===== src/rtl/mem_stage_pkg.sv =====
// Shared types for the MEM stage: sizes, FSM states, stage bundles.
// MEM_MISALIGN_TRAP_EN adds the misalign flag to inst_signal.
package common;
    localparam int DATA_W = 64;
    localparam int STRB_N = DATA_W / 8;

    typedef enum logic [1:0] {
        MSZ_B = 2'd0,
        MSZ_H = 2'd1,
        MSZ_W = 2'd2,
        MSZ_D = 2'd3
    } msize_t;

    typedef enum logic {
        IDLE = 1'b0,
        BUSY = 1'b1
    } mem_state_t;

    // Low address bits that must be zero for an access of this size.
    function automatic logic [DATA_W-1:0] size_mask(input msize_t s);
        return (DATA_W'(1) << s) - DATA_W'(1);
    endfunction
endpackage

package temp_storage;
    import common::*;

    typedef struct packed {
        logic   mem_read;
        logic   mem_write;
        msize_t mem_size;
        logic   mem_unsigned;
`ifdef MEM_MISALIGN_TRAP_EN
        logic   misalign;
`endif
    } inst_signal_t;

    typedef struct packed {
        logic [DATA_W-1:0] alu_result;
        logic [DATA_W-1:0] store_data;
        inst_signal_t      inst_signal;
        logic [4:0]        reg_dest_addr;
        logic              reg_write_enable;
        logic [31:0]       inst;
        logic [DATA_W-1:0] inst_pc;
    } ex_mem_t;

    typedef struct packed {
        logic [4:0]        reg_dest_addr;
        logic              reg_write_enable;
        logic [DATA_W-1:0] wb_value;
        logic [31:0]       inst;
        logic [DATA_W-1:0] inst_pc;
        inst_signal_t      inst_signal;
    } mem_wb_t;
endpackage


===== src/rtl/mem_stage_align.sv =====
// Byte-lane alignment: store strobe/data generation and
// load extract with sign or zero extension.
module mem_align
    import common::*;
#(
    parameter int XLEN = DATA_W,
    parameter int STRB_W = XLEN / 8,
    localparam int OW = $clog2(STRB_W)
) (
    input  logic [OW-1:0]     i_st_off,
    input  msize_t            i_st_size,
    input  logic [XLEN-1:0]   i_st_data,
    output logic [STRB_W-1:0] o_st_strobe,
    output logic [XLEN-1:0]   o_st_data,
    input  logic [OW-1:0]     i_ld_off,
    input  msize_t            i_ld_size,
    input  logic              i_ld_unsigned,
    input  logic [XLEN-1:0]   i_ld_data,
    output logic [XLEN-1:0]   o_ld_value
);
    logic [STRB_W-1:0] w_st_ones;
    logic [XLEN-1:0]   w_ld_raw;
    logic              w_fill;

    always_comb begin
        w_st_ones = '0;
        unique case (i_st_size)
            MSZ_B: w_st_ones = STRB_W'(8'h01);
            MSZ_H: w_st_ones = STRB_W'(8'h03);
            MSZ_W: w_st_ones = STRB_W'(8'h0F);
            MSZ_D: w_st_ones = '1;
        endcase
        o_st_strobe = w_st_ones << i_st_off;
        o_st_data   = i_st_data << {i_st_off, 3'b000};
    end

    assign w_ld_raw = i_ld_data >> {i_ld_off, 3'b000};

    always_comb begin
        w_fill     = 1'b0;
        o_ld_value = w_ld_raw;
        unique case (i_ld_size)
            MSZ_B: begin
                w_fill     = ~i_ld_unsigned & w_ld_raw[7];
                o_ld_value = {{(XLEN-8){w_fill}}, w_ld_raw[7:0]};
            end
            MSZ_H: begin
                w_fill     = ~i_ld_unsigned & w_ld_raw[15];
                o_ld_value = {{(XLEN-16){w_fill}}, w_ld_raw[15:0]};
            end
            MSZ_W: begin
                w_fill     = ~i_ld_unsigned & w_ld_raw[31];
                o_ld_value = {{(XLEN-32){w_fill}}, w_ld_raw[31:0]};
            end
            MSZ_D: o_ld_value = w_ld_raw;
        endcase
    end
endmodule


===== src/rtl/mem_stage.sv =====
// Pipeline MEM stage: data-bus handshake for loads/stores, mem_wb register.
// MEM_MISALIGN_TRAP_EN traps misaligned accesses instead of aligning them.
module mem_stage
    import common::*;
    import temp_storage::*;
#(
    parameter int XLEN = DATA_W,
    parameter int STRB_W = XLEN / 8
) (
    input  logic              clk,
    input  logic              reset,
    input  ex_mem_t           ex_mem_state,
    input  logic              ex_valid,
    output logic              mem_ready,
    output logic              dreq_valid,
    output logic [XLEN-1:0]   dreq_addr,
    output logic [2:0]        dreq_size,
    output logic [STRB_W-1:0] dreq_strobe,
    output logic [XLEN-1:0]   dreq_data,
    input  logic              dresp_data_ok,
    input  logic [XLEN-1:0]   dresp_data,
    output mem_wb_t           mem_wb_state,
    output logic              wb_valid
);
    localparam int OW = $clog2(STRB_W);

    mem_state_t        r_state;
    logic [XLEN-1:0]   r_addr;
    msize_t            r_size;
    logic [STRB_W-1:0] r_strobe;
    logic [XLEN-1:0]   r_data;
    inst_signal_t      r_sig;
    logic [4:0]        r_dest;
    logic              r_we;
    logic [31:0]       r_inst;
    logic [XLEN-1:0]   r_pc;
    mem_wb_t           r_wb;
    logic              r_wb_valid;

    logic              w_is_mem;
    logic [XLEN-1:0]   w_eff_addr;
    logic [STRB_W-1:0] w_st_strobe;
    logic [XLEN-1:0]   w_st_data;
    logic [XLEN-1:0]   w_ld_value;
    mem_wb_t           w_wb_alu;
    mem_wb_t           w_wb_mem;
    inst_signal_t      w_sig_in;

    assign w_is_mem = ex_mem_state.inst_signal.mem_read
                    | ex_mem_state.inst_signal.mem_write;

`ifdef MEM_MISALIGN_TRAP_EN
    logic    w_misalign;
    mem_wb_t w_wb_trap;

    assign w_misalign = w_is_mem & (|(ex_mem_state.alu_result
                      & size_mask(ex_mem_state.inst_signal.mem_size)));
    assign w_eff_addr = ex_mem_state.alu_result;
`else
    assign w_eff_addr = ex_mem_state.alu_result
                      & ~size_mask(ex_mem_state.inst_signal.mem_size);
`endif

    mem_align #(.XLEN(XLEN), .STRB_W(STRB_W)) u_align (
        .i_st_off      (w_eff_addr[OW-1:0]),
        .i_st_size     (ex_mem_state.inst_signal.mem_size),
        .i_st_data     (ex_mem_state.store_data),
        .o_st_strobe   (w_st_strobe),
        .o_st_data     (w_st_data),
        .i_ld_off      (r_addr[OW-1:0]),
        .i_ld_size     (r_size),
        .i_ld_unsigned (r_sig.mem_unsigned),
        .i_ld_data     (dresp_data),
        .o_ld_value    (w_ld_value)
    );

    always_comb begin
        w_sig_in = ex_mem_state.inst_signal;
`ifdef MEM_MISALIGN_TRAP_EN
        w_sig_in.misalign = 1'b0;
`endif
        w_wb_alu = '0;
        w_wb_alu.reg_dest_addr    = ex_mem_state.reg_dest_addr;
        w_wb_alu.reg_write_enable = ex_mem_state.reg_write_enable;
        w_wb_alu.wb_value         = ex_mem_state.alu_result;
        w_wb_alu.inst             = ex_mem_state.inst;
        w_wb_alu.inst_pc          = ex_mem_state.inst_pc;
        w_wb_alu.inst_signal      = w_sig_in;
        // Stores never write the register file.
        w_wb_mem = '0;
        w_wb_mem.reg_dest_addr    = r_dest;
        w_wb_mem.reg_write_enable = r_sig.mem_read & r_we;
        w_wb_mem.wb_value         = r_sig.mem_read ? w_ld_value : '0;
        w_wb_mem.inst             = r_inst;
        w_wb_mem.inst_pc          = r_pc;
        w_wb_mem.inst_signal      = r_sig;
`ifdef MEM_MISALIGN_TRAP_EN
        w_wb_trap = w_wb_alu;
        w_wb_trap.reg_write_enable     = 1'b0;
        w_wb_trap.wb_value             = '0;
        w_wb_trap.inst_signal.misalign = 1'b1;
`endif
    end

    always_ff @(posedge clk) begin
        if (reset) begin
            r_state    <= IDLE;
            r_addr     <= '0;
            r_size     <= MSZ_B;
            r_strobe   <= '0;
            r_data     <= '0;
            r_sig      <= '0;
            r_dest     <= '0;
            r_we       <= 1'b0;
            r_inst     <= '0;
            r_pc       <= '0;
            r_wb       <= '0;
            r_wb_valid <= 1'b0;
        end else begin
            r_wb_valid <= 1'b0;
            unique case (r_state)
                IDLE: begin
                    if (ex_valid) begin
                        if (!w_is_mem) begin
                            r_wb       <= w_wb_alu;
                            r_wb_valid <= 1'b1;
                        end
`ifdef MEM_MISALIGN_TRAP_EN
                        else if (w_misalign) begin
                            r_wb       <= w_wb_trap;
                            r_wb_valid <= 1'b1;
                        end
`endif
                        else begin
                            r_addr   <= w_eff_addr;
                            r_size   <= ex_mem_state.inst_signal.mem_size;
                            r_strobe <= ex_mem_state.inst_signal.mem_write
                                      ? w_st_strobe : '0;
                            r_data   <= w_st_data;
                            r_sig    <= w_sig_in;
                            r_dest   <= ex_mem_state.reg_dest_addr;
                            r_we     <= ex_mem_state.reg_write_enable;
                            r_inst   <= ex_mem_state.inst;
                            r_pc     <= ex_mem_state.inst_pc;
                            r_state  <= BUSY;
                        end
                    end
                end
                BUSY: begin
                    if (dresp_data_ok) begin
                        r_wb       <= w_wb_mem;
                        r_wb_valid <= 1'b1;
                        r_state    <= IDLE;
                    end
                end
            endcase
        end
    end

    assign mem_ready    = (r_state == IDLE);
    assign dreq_valid   = (r_state == BUSY);
    assign dreq_addr    = r_addr;
    assign dreq_size    = {1'b0, r_size};
    assign dreq_strobe  = r_strobe;
    assign dreq_data    = r_data;
    assign mem_wb_state = r_wb;
    assign wb_valid     = r_wb_valid;
endmodule


===== config.mk =====
export PLATFORM = sky130hd
export DESIGN_NAME = mem_stage
export DESIGN_NICKNAME = d
export VERILOG_FILES = /design/src/rtl/mem_stage_pkg.sv /design/src/rtl/mem_stage_align.sv /design/src/rtl/mem_stage.sv
export SDC_FILE = /design/constraint.sdc
export NUM_CORES = 1
export LEC_CHECK = 0
export CELL_PAD_IN_SITES_DETAIL_PLACEMENT = 1
export CELL_PAD_IN_SITES_GLOBAL_PLACEMENT = 1
export CORE_MARGIN = 2
export CORE_UTILIZATION = 38
export CTS_BUF_LIST = sky130_fd_sc_hd__clkbuf_16
export DETAILED_ROUTE_END_ITERATION = 16
export GPL_TIMING_DRIVEN = 0
export PLACE_DENSITY = 0.89
export SYNTH_ARGS = -nofsm -noshare
export SYNTH_HDL_FRONTEND = slang
export SYNTH_HIERARCHICAL = 1
export SYNTH_SLANG_ARGS = --single-unit

===== constraint.sdc =====
create_clock -name clk -period 6.8 [get_ports clk]
set_clock_uncertainty 0.05 [all_clocks]
set_input_delay 1.36 -clock clk [delete_from_list [all_inputs] [get_ports clk]]
set_output_delay 1.36 -clock clk [all_outputs]
set_load 0.05 [all_outputs]

Word-level counts from Yosys, hierarchy flattened
Index checks and enable logic that the tools add are counted.
{"block": "classes", "add_sub_neg": 1, "n_eq_ne": 9, "n_shift": 4, "muxes": 16, "n_bitwise": 9, "reduce_logical": 4}
{"op": "$mux 171", "n": 3}
{"op": "$pmux 171 s2", "n": 1}
{"op": "$pmux 64 s4", "n": 1}
{"op": "$and 64x64->64", "n": 1}
{"op": "$mux 64", "n": 1}
{"op": "$not 64->64", "n": 1}
{"op": "$shl 1x2->64 const A", "n": 1}
{"op": "$shl 64x6->64", "n": 1}
{"op": "$shr 64x6->64", "n": 1}
{"op": "$sub 64x2->64 const B", "n": 1}
{"op": "$pmux 8 s4", "n": 1}
{"op": "$eq 2x2->1 const B", "n": 4}
{"op": "$mux 8", "n": 1}
{"op": "$shl 8x3->8", "n": 1}
{"op": "$mux 1", "n": 6}
{"op": "$ne 2x2->1 const B", "n": 3}
{"op": "$reduce_and 3->1", "n": 2}
{"op": "$and 1x1->1", "n": 4}
{"op": "$eq 2x1->1 const B", "n": 2}
{"op": "$logic_not 2->1", "n": 2}
{"op": "$pmux 1 s2", "n": 2}
{"op": "$not 1->1", "n": 2}
{"op": "$or 1x1->1", "n": 1}
{"block": "word_totals", "reg_bits": 416, "out_inout_bits": 313}

Depth between registers and ports, before layout
Gate-level depths: netlist of run 1.
{"block": "logic_depth", "word_depth": 6, "ltp_mapped": 10, "ltp_nobuf": 7}

Modules after synthesis
Netlist of run 1, hierarchy kept.
{"mod": "mem_stage", "instances": 1, "cells_each": 1937, "area_each_um2": 17185.2, "seq_area_each_um2": 8328.0}
{"mod": "mem_align", "instances": 1, "cells_each": 516, "area_each_um2": 4078.9, "seq_area_each_um2": 0.0}

Worst setup path after synthesis of run 1
OpenSTA, ideal clock, no wires.
{"block": "synth_path", "path_type": "input to register", "startpoint": "input port ex_mem_state[104] (netlist bit)", "endpoint": "register r_data[51] (netlist: dreq_data[51])", "arrival_time_ns": 2.947, "slack_ns": 3.671, "stages": 8, "cell_sequence": "nor3b_1 buf_2 buf_4 mux4_2 nand2_1 o21ai_0 nand3_1 a21oi_1"}
{"block": "synth_via", "elab_chain_cells": 5}
{"element": "from (decl)", "line_no": "mem_stage.sv:12", "rtl": "input ex_mem_t ex_mem_state,"}
{"element": "$shl 1x2->64", "line_no": "mem_stage_pkg.sv:21", "rtl": "return (DATA_W'(1) << s) - DATA_W'(1);"}
{"element": "$sub 64x2->64", "line_no": "mem_stage_pkg.sv:21"}
{"element": "$not 64->64", "line_no": "mem_stage.sv:61", "rtl": "& ~size_mask(ex_mem_state.inst_signal.mem_size);"}
{"element": "$and 64x64->64", "line_no": "mem_stage.sv:61"}
{"element": "$shl 64x6->64", "line_no": "mem_stage_align.sv:34", "rtl": "o_st_data = i_st_data << {i_st_off, 3'b000};"}
{"element": "net w_st_data[51]", "line_no": "mem_stage.sv:43", "rtl": "logic [XLEN-1:0] w_st_data;"}
{"element": "to (signal assigned)", "line_no": "mem_stage.sv:139", "rtl": "r_data <= w_st_data;"}
{"element": "to (decl)", "line_no": "mem_stage.sv:31", "rtl": "logic [XLEN-1:0] r_data;"}
The timed path passes the listed nets, and every way through them passes these cells.
A chain may end at the register's enable or synchronous reset.

Worst setup path after layout of run 1
{"block": "layout_path", "startpoint": "register r_state (netlist: dreq_valid)", "endpoint": "output port mem_ready"}
{"block": "layout_via", "elab_chain_cells": 1}
{"element": "from (decl)", "line_no": "mem_stage.sv:27", "rtl": "mem_state_t r_state;"}
{"element": "from (signal assigned)", "line_no": "mem_stage.sv:107", "rtl": "r_state <= IDLE;"}
{"element": "from (signal assigned)", "line_no": "mem_stage.sv:145", "rtl": "r_state <= BUSY;"}
{"element": "from (signal assigned)", "line_no": "mem_stage.sv:153", "rtl": "r_state <= IDLE;"}
{"element": "$not 1->1 (no source line)"}
{"element": "to (decl)", "line_no": "mem_stage.sv:14", "rtl": "output logic mem_ready,"}
No other way between the ends.

==> summary.json, run 1 <==
{
  "outcome": {
    "run_status": "complete, no violations"
  },
  "sta": {
    "fin_crit_sh_pct": 66.53,
    "min_period_ns": 4.524,
    "final_worst_path_setup_slack_ns": 2.276,
    "hold_violations": 0,
    "achievable-frequency_mhz": 221.0,
    "post_route_worst_hold_slack_ns": 0.4288,
    "timing.final.setup_violations": 0,
    "timing.final.max_slew_violations": 0,
    "max_slew.worst_pin.slew_ns": 1.058,
    "grt_setup_unrepaired": "no",
    "relSlewSlack_pct": 29.22,
    "setup-tns-final_ns": 0
  },
  "clocking": {
    "worst_skew_pair.late_latency_ns": 0.61,
    "cts_hold_buf": 0,
    "worst_setup_hold_path_clk_slew_ns": 0.06,
    "clock_tree.buffer_depth": 3,
    "cts.sink_count": 416,
    "htree_num_levels": 2,
    "tritoncts.num_buffers": 48,
    "cts_post_setup_buffers_inserted": 0,
    "cts_tree": "yes",
    "post_cts.resized_instances": 0,
    "clock_tree.root_cell": "sky130_fd_sc_hd__clkbuf_16"
  },
  "grt": {
    "global_route.usage.met3_pct": 8.247,
    "grt_util_all_layers_pct": 36.72,
    "grt_start_max_net_pins": 14,
    "grt_pass1_vias": 24877,
    "first_pass_grt_wire_length_mm": 159.4,
    "top_usage_layer": "met2",
    "global_route.usage.met1_pct": 43.52,
    "grt_overflow": 0,
    "antenna_violations_before_repair": 17,
    "grt.met2_usage_pct": 61.11
  },
  "job": {
    "max_cap_violations": 0
  },
  "power_and_ir_drop": {
    "power_frac_seq_pct": 36.1,
    "clock_power_share_pct": 36.3,
    "combinationalPowerShare_pct": 27.6,
    "total_leakage_power_nw": 10.18,
    "irDropWorstVdd_mv": 0.1778,
    "cell_internal_pwr_mw": 4.923,
    "net-switching-power_mw": 2.612,
    "switching_share_pct": 34.67,
    "post-layout-total-power_mw": 7.534,
    "p_per_area_mw_per_mm2": 251.3
  },
  "critical_path": {
    "timing_worst_setup_path_type": "register to output pin",
    "worst_setup_path_end_kind": "output pin",
    "crit_arrival_ns": 3.11,
    "worst_setup_path_start_kind": "register",
    "data_required_time_at_the_worst_endpoint_ns": 5.39,
    "top_fanout_value_on_the_critical_path": 10
  },
  "floorplanning": {
    "rows": 86,
    "io-pin-count": 616,
    "dieArea_mm2": 0.05787,
    "core_area_mm2": 0.05520,
    "die-height_um": 240.6,
    "start_util_pct": 38.52,
    "die-width_um": 240.6
  },
  "synth": {
    "synthesis.area_mm2": 0.02126,
    "netlist_top_cells_area": "sky130_fd_sc_hd__dfxtp_1 39%, sky130_fd_sc_hd__mux2i_1 8.1%, sky130_fd_sc_hd__a21oi_1 6.7%",
    "yosys_most_used_dff": "sky130_fd_sc_hd__dfxtp_1",
    "yosysTopAreaCell": "sky130_fd_sc_hd__dfxtp_1",
    "synth_cells": 2453,
    "synth-seq-area-share_pct": 39.16,
    "synthesis.yosys.warnings": 6,
    "synth.lib_cells_used.distinct": 57,
    "synth_edf_count": 0,
    "synth.net_count": 2757,
    "yosys.area.top_type_share_pct": 39.16,
    "synth_seq_cells": 416,
    "postSynthAreaPerCell_um2": 8.669,
    "async_flop_share_pct": 0
  },
  "drt": {
    "route.detailed.wl_per_inst_um": 28.22,
    "route.final.wire_length_mm": 110.5,
    "initialDrtViolationCount": 1825,
    "detailedRoute.firstPassIterationCount": 6,
    "routed_via_density": 6.084,
    "remaining_routing_drc_violations": 0,
    "num_vias": 23823,
    "antenna_left": 0
  },
  "hold_path": {
    "hold_path.class": "register to register"
  },
  "place": {
    "place.gp.congestion": 0.9868,
    "place.port_buffers": 612,
    "dp_hpwl_mm": 85.17,
    "pre_cts_worst_setup_slack_ns": 1.942
  },
  "finish": {
    "layout-drive-gt1-share_pct": 9.898,
    "area_delta_synth_final_pct": 40.99,
    "final_net_count": 3419
  }
}
## power groups by stage
stage | Clock [mW] | Combinational (mW) | Sequential [mW]
2_1_floorplan | 0 | 0.741 | 3.18
3_3_place_gp | 0 | 1.98 | 2.76
3_5_place_dp | 0 | 2.03 | 2.77
4_1_cts | 2.75 | 2.05 | 2.72
5_1_grt | 2.86 | 2.17 | 2.73
6_report | 2.73 | 2.08 | 2.72
## area by class of cell
type,count,area (µm²)
Antenna cell,16,40.04
Fill cell,6456,25220
Sequential cell,416,8328
Timing Repair Buffer,612,6126
Inverter,12,45.04
Clock inverter,38,389.1
Multi-Input combinational cell,1723,11480
Buffer,302,1414
Tap cell,748,935.9
Clock buffer,49,1226
## worst paths after layout
| path | end | startpoint | cells past startpoint | slack, ns |
|---|---|---|---|---|
| worst max-delay path | mem_ready | dreq_valid | 4 | 2.28 |
| worst min-delay path | r_inst[27] | r_inst[27] | 2 | 0.43 |
| worst max register to register | mem_wb_state[105] | dreq_addr[0] | 8 | 3.79 |
| worst min register to register | r_inst[27] | r_inst[27] | 2 | 0.43 |
## state kept, by name, summed over array words and instances (netlist names), 5 cells and up
name	cells
mem_wb_state	171
dreq_addr	64
dreq_data	64
r_pc	64
r_inst	32
dreq_strobe	8
r_dest	5
r_sig	5
## cells by family after synthesis
family	after synthesis	share of synthesized area [%]
buf+inv	314	6.861
simple gates	631	14.64
flops	416	39.16
compound gates	838	24.75
mux	252	14.51
other cells	1	0.01764
fa+ha+maj	1	0.05883
## critical path: stages (launching register included)
cell and delay (ns):
sky130_fd_sc_hd__dfxtp_1 0.40, sky130_fd_sc_hd__buf_4 0.23, sky130_fd_sc_hd__inv_2 0.18, sky130_fd_sc_hd__clkbuf_1 0.74, sky130_fd_sc_hd__clkdlybuf4s50_1 0.95
## cell usage after synthesis (5+ instances only)
library cell / count
sky130_fd_sc_hd__dfxtp_1: 416
sky130_fd_sc_hd__a21oi_1: 286
sky130_fd_sc_hd__o21ai_0: 268
sky130_fd_sc_hd__nand3_1: 244
sky130_fd_sc_hd__mux2i_1: 173
sky130_fd_sc_hd__clkbuf_1: 159
sky130_fd_sc_hd__nor2_1: 116
sky130_fd_sc_hd__a211oi_1: 108
sky130_fd_sc_hd__nor3_1: 107
sky130_fd_sc_hd__buf_2: 73
sky130_fd_sc_hd__nand2_1: 61
sky130_fd_sc_hd__a22oi_1: 54
sky130_fd_sc_hd__mux4_2: 41
sky130_fd_sc_hd__a221oi_2: 40
sky130_fd_sc_hd__mux2_2: 36
sky130_fd_sc_hd__buf_1: 31
sky130_fd_sc_hd__nand4_1: 28
sky130_fd_sc_hd__a221oi_1: 26
sky130_fd_sc_hd__buf_4: 26
sky130_fd_sc_hd__nor2b_1: 25
sky130_fd_sc_hd__and2_1: 23
sky130_fd_sc_hd__o22ai_1: 16
sky130_fd_sc_hd__o2111ai_1: 15
sky130_fd_sc_hd__buf_6: 12
sky130_fd_sc_hd__inv_1: 10
sky130_fd_sc_hd__o2bb2ai_1: 9
sky130_fd_sc_hd__nand2b_1: 5
sky130_fd_sc_hd__o211ai_1: 5
## stage by stage
stage | area (µm²) | util [%] | cells
floorplan | 21260 | - | 2453
global placement | 28330 | 51.31 | 3813
detailed placement | 28330 | 51.31 | 3813
CTS | 29940 | 54.24 | 3900
global route | 29970 | 54.30 | 3913
finish | 29980 | 54.31 | 3916
## metal layers
| layer | part of all wire (%) | vias up |
|---|---|---|
| li1 | - | 10489 |
| met1 | 39 | 11871 |
| met2 | 47 | 1144 |
| met3 | 8.0 | 313 |
| met4 | 6.0 | 6 |
| met5 | 0.036 | - |
## cells in the final DEF, fill, tap and decap left out, types with 26 or more instances in the layout
cell	instances
sky130_fd_sc_hd__mux2_2	36
sky130_fd_sc_hd__a221oi_2	40
sky130_fd_sc_hd__a21oi_1	286
sky130_fd_sc_hd__clkdlybuf4s50_1	612
sky130_fd_sc_hd__buf_4	26
sky130_fd_sc_hd__nor2_1	116
sky130_fd_sc_hd__a211oi_1	108
sky130_fd_sc_hd__nand4_1	28
sky130_fd_sc_hd__o21ai_0	268
sky130_fd_sc_hd__mux4_2	41
sky130_fd_sc_hd__nand3_1	244
sky130_fd_sc_hd__clkbuf_16	49
sky130_fd_sc_hd__nand2_1	61
sky130_fd_sc_hd__buf_1	31
sky130_fd_sc_hd__nor3_1	107
sky130_fd_sc_hd__a221oi_1	26
sky130_fd_sc_hd__buf_2	73
sky130_fd_sc_hd__dfxtp_1	416
sky130_fd_sc_hd__a22oi_1	54
sky130_fd_sc_hd__clkbuf_1	159
sky130_fd_sc_hd__mux2i_1	173
Power figures use the tool's default switching activity.
==> run 2: changes to the inputs <==
CORE_UTILIZATION = 35   (was 38)
PLACE_DENSITY = 0.83   (was 0.89)
clock period = 4.35 ns   (was 6.8 ns; I/O delays follow)
==> run 2 against run 1 <==
  * Die area rose by 8.4%
  * First-iteration DRC count fell by 20%
  * Wire length fell by 0.25%
  * Worst hold slack got worse by 0.0042 ns
  * Via count fell by 1.9%
==> summary.json, run 2 (synthesized netlist as in run 1, its figures left out) <==
{
  "outcome": {
    "run_status": {"value": "complete, no violations", "change": "unchanged"}
  },
  "critical_path": {
    "cp_top_family": {"value": "buffers and inverters", "change": "unchanged"},
    "timing_worst_setup_path_type": {"value": "register to output pin", "change": "unchanged"},
    "crit-reg2reg-launch": {"value": "dreq_addr[0]", "change": "unchanged"},
    "top_fanout_value_on_the_critical_path": {"value": 10, "change": "unchanged"},
    "path_cells": {"value": "buf_4, inv_2, clkbuf_1, clkdlybuf4s50_1", "change": "unchanged"},
    "crit_arrival": {"value": 3.14, "unit": "ns", "change": "was 3.11 ns"},
    "data_required_time_at_the_worst_endpoint": {"value": 3.43, "unit": "ns", "change": "was 5.39 ns"},
    "number_of_buffer_and_inverter_stages_on_the_critical_path": {"value": 4, "change": "unchanged"},
    "reg2reg_setup_slack": {"value": 1.29, "unit": "ns", "change": "was 3.79 ns"},
    "worst_setup_path_start_kind": {"value": "register", "change": "unchanged"},
    "critical-path-slowest-cell": {"value": "sky130_fd_sc_hd__clkdlybuf4s50_1", "change": "unchanged"},
    "r2r_cells": {"value": 8, "change": "unchanged"},
    "crit-reg2reg-capture": {"value": "mem_wb_state[105]", "change": "unchanged"},
    "worst_setup_path_end_kind": {"value": "output pin", "change": "unchanged"},
    "critPathMaxStageDelay": {"value": 1.02, "unit": "ns", "change": "was 0.95 ns"}
  },
  "clocking": {
    "cts_hold_buf": {"value": 0, "change": "unchanged"},
    "htree_num_levels": {"value": 2, "change": "unchanged"},
    "worst_setup_hold_path_clk_slew": {"value": 0.06, "unit": "ns", "change": "about the same"},
    "cts_tree": {"value": "yes", "change": "unchanged"},
    "tritoncts.num_buffers": {"value": 48, "change": "unchanged"},
    "clock_tree.root_cell": {"value": "sky130_fd_sc_hd__clkbuf_16", "change": "unchanged"},
    "cts.sink_count": {"value": 416, "change": "unchanged"},
    "post_cts.resized_instances": {"value": 0, "change": "unchanged"},
    "worst_skew_pair.late_latency": {"value": 0.60, "unit": "ns", "change": "was 0.61 ns"},
    "clock_tree.buffer_depth": {"value": 3, "change": "unchanged"},
    "cts_post_setup_buffers_inserted": {"value": 0, "change": "unchanged"}
  },
  "grt": {
    "grt_pass1_vias": {"value": 24592, "change": "was 24,877"},
    "grt_overflow": {"value": 0, "change": "unchanged"},
    "grt_util_all_layers": {"value": 33.75, "unit": "%", "change": "was 36.72%"},
    "grt_start_max_net_pins": {"value": 15, "change": "was 14"},
    "antenna_violations_before_repair": {"value": 15, "change": "was 17"},
    "first_pass_grt_wire_length": {"value": 160.5, "unit": "mm", "change": "was 159.4 mm"}
  },
  "drt": {
    "antenna_left": {"value": 0, "change": "unchanged"},
    "detailedRoute.firstPassIterationCount": {"value": 5, "change": "was 6"},
    "route.detailed.wl_per_inst": {"value": 27.91, "unit": "µm", "change": "was 28.22 µm"},
    "remaining_routing_drc_violations": {"value": 0, "change": "unchanged"},
    "initialDrtViolationCount": {"value": 1458, "change": "was 1,825"},
    "routed_via_density": {"value": 5.916, "change": "was 6.084"},
    "num_vias": {"value": 23362, "change": "was 23,823"},
    "route.final.wire_length": {"value": 110.2, "unit": "mm", "change": "was 110.5 mm"}
  },
  "floorplanning": {
    "die-width": {"value": 250.5, "unit": "µm", "change": "was 240.6 µm"},
    "die-height": {"value": 250.5, "unit": "µm", "change": "was 240.6 µm"},
    "dieArea": {"value": 0.06274, "unit": "mm²", "change": "was 0.05787 mm²"},
    "start_util": {"value": 35.30, "unit": "%", "change": "was 38.52%"},
    "io-pin-count": {"value": 616, "change": "unchanged"},
    "rows": {"value": 90, "change": "was 86"},
    "core_area": {"value": 0.06025, "unit": "mm²", "change": "was 0.05520 mm²"}
  },
  "finish": {
    "layout-drive-gt1-share": {"value": 9.987, "unit": "%", "change": "was 9.898%"},
    "most-common-layout-cells": {"value": "612 x sky130_fd_sc_hd__clkdlybuf4s50_1, 416 x sky130_fd_sc_hd__dfxtp_1, 286 x sky130_fd_sc_hd__a21oi_1", "change": "unchanged"},
    "final_common_cell": {"value": "sky130_fd_sc_hd__clkdlybuf4s50_1", "change": "unchanged"},
    "area_delta_synth_final": {"value": 41.15, "unit": "%", "change": "was 40.99%"},
    "largest_reg_flops": {"value": 171, "change": "unchanged"},
    "fin_cells": {"value": 3949, "change": "was 3,916"},
    "final_net_count": {"value": 3419, "change": "unchanged"}
  },
  "sta": {
    "achievable-frequency_mhz": 246.1,
    "timing.final.setup_violations": {"value": 0, "change": "unchanged"},
    "min_period_ns": 4.064,
    "grt_setup_unrepaired": {"value": "no", "change": "unchanged"},
    "timing.final.max_slew_violations": {"value": 0, "change": "unchanged"},
    "final_worst_path_setup_slack": {"value": 0.2864, "unit": "ns", "change": "was 2.276 ns"},
    "hold_violations": {"value": 0, "change": "unchanged"},
    "relSlewSlack": {"value": 20.61, "unit": "%", "change": "was 29.22%"},
    "max_slew.worst_pin.slew": {"value": 1.186, "unit": "ns", "change": "was 1.058 ns"},
    "fin_crit_sh_pct": 93.42
  },
  "job": {
    "max_cap_violations": {"value": 0, "change": "unchanged"}
  },
  "hold_path": {
    "hold_path_depth": {"value": 2, "change": "unchanged"},
    "worst_hold_path.endpoint": {"value": "dreq_addr[61]", "change": "was r_inst[27]"},
    "hold_path.class": {"value": "register to register", "change": "unchanged"},
    "min_from": {"value": "dreq_addr[61]", "change": "was r_inst[27]"}
  },
  "place": {
    "pre_cts_worst_setup_slack": {"value": -0.04973, "unit": "ns", "change": "was 1.942 ns"},
    "placed_cells": {"value": 3847, "change": "was 3,813"},
    "place.port_buffers": {"value": 612, "change": "unchanged"},
    "place.gp.congestion": {"value": 0.9575, "change": "was 0.9868"},
    "dp_hpwl": {"value": 87.41, "unit": "mm", "change": "was 85.17 mm"}
  },
  "power_and_ir_drop": {
    "irDropWorstVdd": {"value": 0.2883, "unit": "mV", "change": "was 0.1778 mV"},
    "total_leakage_power": {"value": 10.17, "unit": "nW", "change": "was 10.18 nW"},
    "p_per_area": {"value": 390.5, "unit": "mW/mm²", "change": "was 251.3 mW/mm²"}
  }
}
## run 2: power breakdown
part	switching, mW	total, mW	internal (mW)
Clock	1.81	4.24	2.43
Combinational	2.09	3.24	1.15
Sequential	0.169	4.24	4.08
Total	4.07	11.7	7.65
## run 2: per-stage QoR
step                      TNS (ns)  area (µm²)  hold slack [ns]  power, mW  utilization [%]
after CTS                        0       29980           0.4268      11.71            49.77
after detailed placement   -0.1518       28370           0.4183      7.507            47.09
after global routing             0       30010           0.4458      12.08            49.81
after global placement     -0.1329       28370           0.3989      7.435            47.09
after floorplan                  0       21260           0.3990      6.134                -
final                            0       30020           0.4246      11.72            49.82
## run 2: cell type report
type	instances	area [µm²]
Buffer	302	1414
Timing Repair Buffer	612	6126
Sequential cell	416	8328
Antenna cell	13	32.53
Tap cell	782	978.4
Clock buffer	49	1226
Fill cell	6938	30230
Inverter	12	45.04
Multi-Input combinational cell	1723	11480
Clock inverter	40	387.9
## run 2: layer usage
layer	track usage [%]	vias to the layer above	share of wire (%)
li1	-	10493	-
met2	56.29	956	47
met3	7.960	261	6.9
met4	16.89	8	5.3
met5	0	-	0.051
met1	40.66	11644	40
## run 2: tightest hold or removal path, stage by stage (launching register included)
cell and delay, ns:
sky130_fd_sc_hd__dfxtp_1 0.30, sky130_fd_sc_hd__o21ai_0 0.06, sky130_fd_sc_hd__a21oi_1 0.06
## run 2: how the worst max path moves through the flow
stage	startpoint	end	cells past startpoint
after CTS	dreq_valid	mem_ready	4
after global placement	ex_mem_state[103]	dreq_data[47]	9
final	dreq_valid	mem_ready	4
after detailed placement	ex_mem_state[103]	dreq_data[41]	9
after floorplan	ex_mem_state[104]	dreq_data[51]	8
after global routing	ex_mem_state[103]	dreq_data[41]	9
